$ cat config.mk
export PLATFORM = sky130hd
export DESIGN_NAME = pwm_audio_mixer
export DESIGN_NICKNAME = d
export VERILOG_FILES = /design/src/rtl/pwm_audio_mixer.sv
export SDC_FILE = /design/constraint.sdc
export NUM_CORES = 1
export LEC_CHECK = 0
export ABC_AREA = 1
export CORE_MARGIN = 3
export CORE_UTILIZATION = 56
export DETAILED_ROUTE_END_ITERATION = 7
export GPL_TIMING_DRIVEN = 0
export PLACE_DENSITY = 0.84
export SETUP_SLACK_MARGIN = 0.1
export SYNTH_ARGS = -nofsm -noshare
export SYNTH_HDL_FRONTEND = slang
export SYNTH_SLANG_ARGS = --single-unit
$ cat constraint.sdc
create_clock -name clk -period 5 [get_ports clk]
set_input_delay 1 -clock clk [delete_from_list [all_inputs] [get_ports clk]]
set_output_delay 1 -clock clk [all_outputs]
set_load 0.02 [all_outputs]
$ cat src/rtl/pwm_audio_mixer.sv
// Multi-channel square-wave tone mixer with a single-bit PWM audio output.
// Channel square waves are summed by volume, saturated, latched per frame and PWM-encoded.
module pwm_audio_mixer #(
  parameter int unsigned NUM_CH = 4,
  parameter int unsigned VOL_W  = 8,
  parameter int unsigned N_W    = 10,
  parameter int unsigned PWM_W  = 10
) (
  input  logic                    clk,
  input  logic                    rst,
  input  logic [NUM_CH-1:0]       en,
  input  logic [NUM_CH*N_W-1:0]   N,
  input  logic [NUM_CH*VOL_W-1:0] volume,
  output logic                    sout,
  output logic                    refresh
);

  localparam int unsigned SumW = VOL_W + $clog2(NUM_CH) + 1;
  localparam int unsigned CmpW = (SumW > PWM_W) ? SumW : PWM_W;
  localparam logic [CmpW-1:0] MixMax = CmpW'({PWM_W{1'b1}});

  logic [N_W-1:0]    tone_cnt_q [NUM_CH];
  logic [N_W-1:0]    tone_cnt_d [NUM_CH];
  logic [NUM_CH-1:0] sq_q, sq_d;
  logic [PWM_W-1:0]  mix_q, mix_d;
  logic [PWM_W-1:0]  duty_q, duty_d;
  logic [PWM_W-1:0]  pwm_cnt_q, pwm_cnt_d;
  logic              sout_q, sout_d;
  logic              refresh_q, refresh_d;
  logic [CmpW-1:0]   sum;

  // The >= compare lets a shrinking half-period wrap immediately.
  always_comb begin
    sq_d = sq_q;
    for (int unsigned c = 0; c < NUM_CH; c++) begin
      tone_cnt_d[c] = tone_cnt_q[c] + N_W'(1);
      if (!en[c] || (N[c*N_W +: N_W] == '0)) begin
        tone_cnt_d[c] = '0;
        sq_d[c]       = 1'b0;
      end else if (tone_cnt_q[c] >= (N[c*N_W +: N_W] - N_W'(1))) begin
        tone_cnt_d[c] = '0;
        sq_d[c]       = ~sq_q[c];
      end
    end
  end

  always_comb begin
    sum = '0;
    for (int unsigned c = 0; c < NUM_CH; c++) begin
      if (sq_q[c]) begin
        sum = sum + CmpW'(volume[c*VOL_W +: VOL_W]);
      end
    end
    mix_d = (sum > MixMax) ? MixMax[PWM_W-1:0] : sum[PWM_W-1:0];
  end

  // Duty only changes on the last slot so a frame never glitches.
  always_comb begin
    pwm_cnt_d = pwm_cnt_q + PWM_W'(1);
    duty_d    = (pwm_cnt_q == '1) ? mix_q : duty_q;
    sout_d    = (pwm_cnt_q < duty_q);
    refresh_d = (pwm_cnt_q == '0);
  end

  always_ff @(posedge clk) begin
    if (rst) begin
      for (int unsigned c = 0; c < NUM_CH; c++) begin
        tone_cnt_q[c] <= '0;
      end
      sq_q      <= '0;
      mix_q     <= '0;
      duty_q    <= '0;
      pwm_cnt_q <= '0;
      sout_q    <= 1'b0;
      refresh_q <= 1'b0;
    end else begin
      for (int unsigned c = 0; c < NUM_CH; c++) begin
        tone_cnt_q[c] <= tone_cnt_d[c];
      end
      sq_q      <= sq_d;
      mix_q     <= mix_d;
      duty_q    <= duty_d;
      pwm_cnt_q <= pwm_cnt_d;
      sout_q    <= sout_d;
      refresh_q <= refresh_d;
    end
  end

  assign sout    = sout_q;
  assign refresh = refresh_q;

endmodule
==> out/metrics.yaml <==
detailed_routing:
  wl_mm: 13.0
  drt_iter0_drc: 213
  drt-pass1-iter-count: 5
  drc: 0
  ant_nets: 0
  vias_per_cell: 5.19
  num_vias: 5575
  routedWlPerCell_um: 12.1
critical_path:
  cp.required_ps: 5230
  cp.arrival_ps: 4990
  crit_path_frequent_cell: "nand2_1"
  cp-end-kind: "flop"
  cp_slowest_cell: "clkdlybuf4s50_1"
  critical_path_class: "primary input to flop"
  critical_path.max_fanout: 5
  critPathLaunchType: "primary input"
  cpPeakStageDelay_ps: 410
final_layout:
  nets: 1096
  syn_to_final_growth_pct: 21.3
  stdcell_area_um2: 7250
  ff_latch_area_um2: 1520
  antenna_cells: 0
  multi_input_comb_area_um2: 4070
  fillers: 903
  layout-drive-gt1-share_pct: 6.92
global_routing:
  antenna_found_initial: 0
  grt_busiest_layer: "met2"
  grt_max_degree: 15
  met3_usage_pct: 4.99
  grt_pass1_vias: 5229
  use_met1_pct: 26.9
  overflow: 0
  grt_usage_pct: 22.2
  grt_pass1_wl_mm: 21.9
  gr-usage-met2_pct: 40.4
yosys:
  syn_avg_cell_area_um2: 7.11
  synth-async-reset-ratio_pct: 0
  ys_seq_area_share_pct: 25.5
  synth_edf_count: 0
  synth_cell_types: 46
  synth_area_um2: 5970
  ys_ff_latch: 76
  ys.flop_type: "dfxtp_1"
  synth-warning-count: 0
  synthesis.nets: 1002
  synth_cells: 840
die:
  num_rows: 37
  core_um2: 10400
  boundaryPins: 80
  start_util_pct: 57.6
  die-height_um: 109
  dieArea_um2: 11900
  die_w_um: 109
placed_design:
  port_buffers: 79
  placed_area_um2: 6940
  dp_slack_ps: -285
  globalplace.congestion: 0.922
  dp_hpwl_mm: 10.4
timing:
  finalMaxSlewViolations: 0
  finClkSkew_ps: 12.1
  setup_viol: 0
  max_freq_ghz: 0.210
  hold_violations: 0
  setup_tns_ps: 0
  finalCritPeriodShare_pct: 95.2
  slew_headroom_pct: 60.7
  period_needed_ps: 4760
  tightest_slew_ps: 589
  layout_setup_ws_ps: 242
clock_tree:
  cts_tree: "done"
  clk_path_buf_depth: 2
  cts-root-buf: "clkbuf_8"
  cts.clk_slew.worst_paths_ps: 80
  cts_max_level: 3
  cts_inserted_buffers: 9
  cts_sinks: 76
  clk_latency_ps: 350
power:
  p_per_area_nw_per_um2: 179
  totalPowerFinal_w: 0.00130
  leakagePower_nw: 3.24
  vdd_ir_drop_max_v: 0.000133
outcome:
  status: "finished clean"
worst_hold_path:
  hold_path_class: "flop to flop"
run:
  cap_viol_max_count: 0
## final cells by class
| class | count | area share [%] |
|---|---|---|
| buffer | 12 | 0.794 |
| clock buffer | 10 | 1.76 |
| clock inverter | 6 | 0.984 |
| inverter | 109 | 5.68 |
| multi-input combinational | 643 | 56.1 |
| sequential | 76 | 21.0 |
| tap | 136 | 2.35 |
| timing repair buffer | 83 | 11.3 |
## per-layer routing
metal	wire length, µm	share of wire [%]	up-vias
li1	-	-	2964
met1	5780	44	2507
met2	6460	50	92
met3	631	4.9	12
met4	129	0.99	0
met5	0	0	-
## flip-flops by register name (all words and copies together), names as in the netlist
register,flops
sq_q,4
sout,1
duty_q,10
refresh,1
pwm_cnt_q,10
mix_q,10
tone_cnt_q,40
## Yosys cell counts, drive strengths merged (13+ instances only)
cell   number  area share (%)
a21oi      67             5.6
nand4      13             1.5
xnor2      17             2.5
inv       107             6.7
ha         81              17
o21ai      28             2.5
nor2       95             6.1
nand3      49             4.3
xor2       45             6.6
nand2     167              11
dfxtp      76              25
nor3       20             1.8
## stage by stage
| step | util [%] | cells | hold WS [ps] |
|---|---|---|---|
| floorplan | - | 840 | 417 |
| finish | 69.9 | 1075 | 457 |
| CTS | 68.9 | 1071 | 462 |
| global route | 69.9 | 1075 | 480 |
| global placement | 66.9 | 1055 | 432 |
| detailed placement | 66.9 | 1055 | 442 |
## path summary, 6_finish.rpt
| check | startpoint | end | slack (ps) | cells after the start |
|---|---|---|---|---|
| setup / recovery | volume[0] | mix_q[9] | 240 | 28 |
| hold / removal | pwm_cnt_q[0] | pwm_cnt_q[0] | 460 | 1 |
| setup reg to reg | sq_q[0] | mix_q[9] | 840 | 28 |
| hold reg to reg | pwm_cnt_q[0] | pwm_cnt_q[0] | 460 | 1 |
## placed cells by master (no fill, tap or decap), types with 3 or more instances in the layout
master           netlist  final
o21ai_0               27     24
nor2_1                93     93
nor3b_1               12     12
clkbuf_1               3      4
nand4_1               12     12
dfxtp_1               76     76
nand2_1              161    160
nand3b_1               4      4
or2_2                  6      6
nor3_1                19     19
a21oi_2                0      3
buf_2                  7      7
clkbuf_8               0      9
o211ai_1               9      9
ha_1                  81     78
buf_4                  1      5
nor4_1                 7      7
nand2_2                5      6
o21a_1                 6      6
nand3_1               47     45
xor2_1                45     45
inv_1                104    104
xnor2_1               17     17
clkdlybuf4s50_1        0     79
a21oi_1               67     64
nand3_2                2      3
## kinds of logic after synthesis
logic type / synth area share [%]
and+or+nand+nor: 28.5
buffers and inverters: 7.81
AOI/OAI and AO/OA: 11.0
adders and majority gates: 18.0
DFF: 25.5
xor gates and xnor gates: 9.09
muxes: 0.168
## power by group
part	switching [W]	total [W]	internal (W)
clock	0.000237	0.000472	0.000235
combinational	0.000101	0.000211	0.000110
sequential	0.00000534	0.000617	0.000612
## worst max-delay path, delay by kind of cell
family          cells  cell delay (ps)
buf+inv             4              620
simple gates       16             1770
compound gates      4              580
fa+ha+maj           4             1010
## what timing repair did
item / 4_1_cts / 5_1_grt
setup endpoints to repair: 7 / 10
setup buffers: 0 / 4
pin swaps: 0 / 6
hold buffers: 0 / 0
gates resized for setup: 1 / 19
Power figures use the tool's default switching activity.
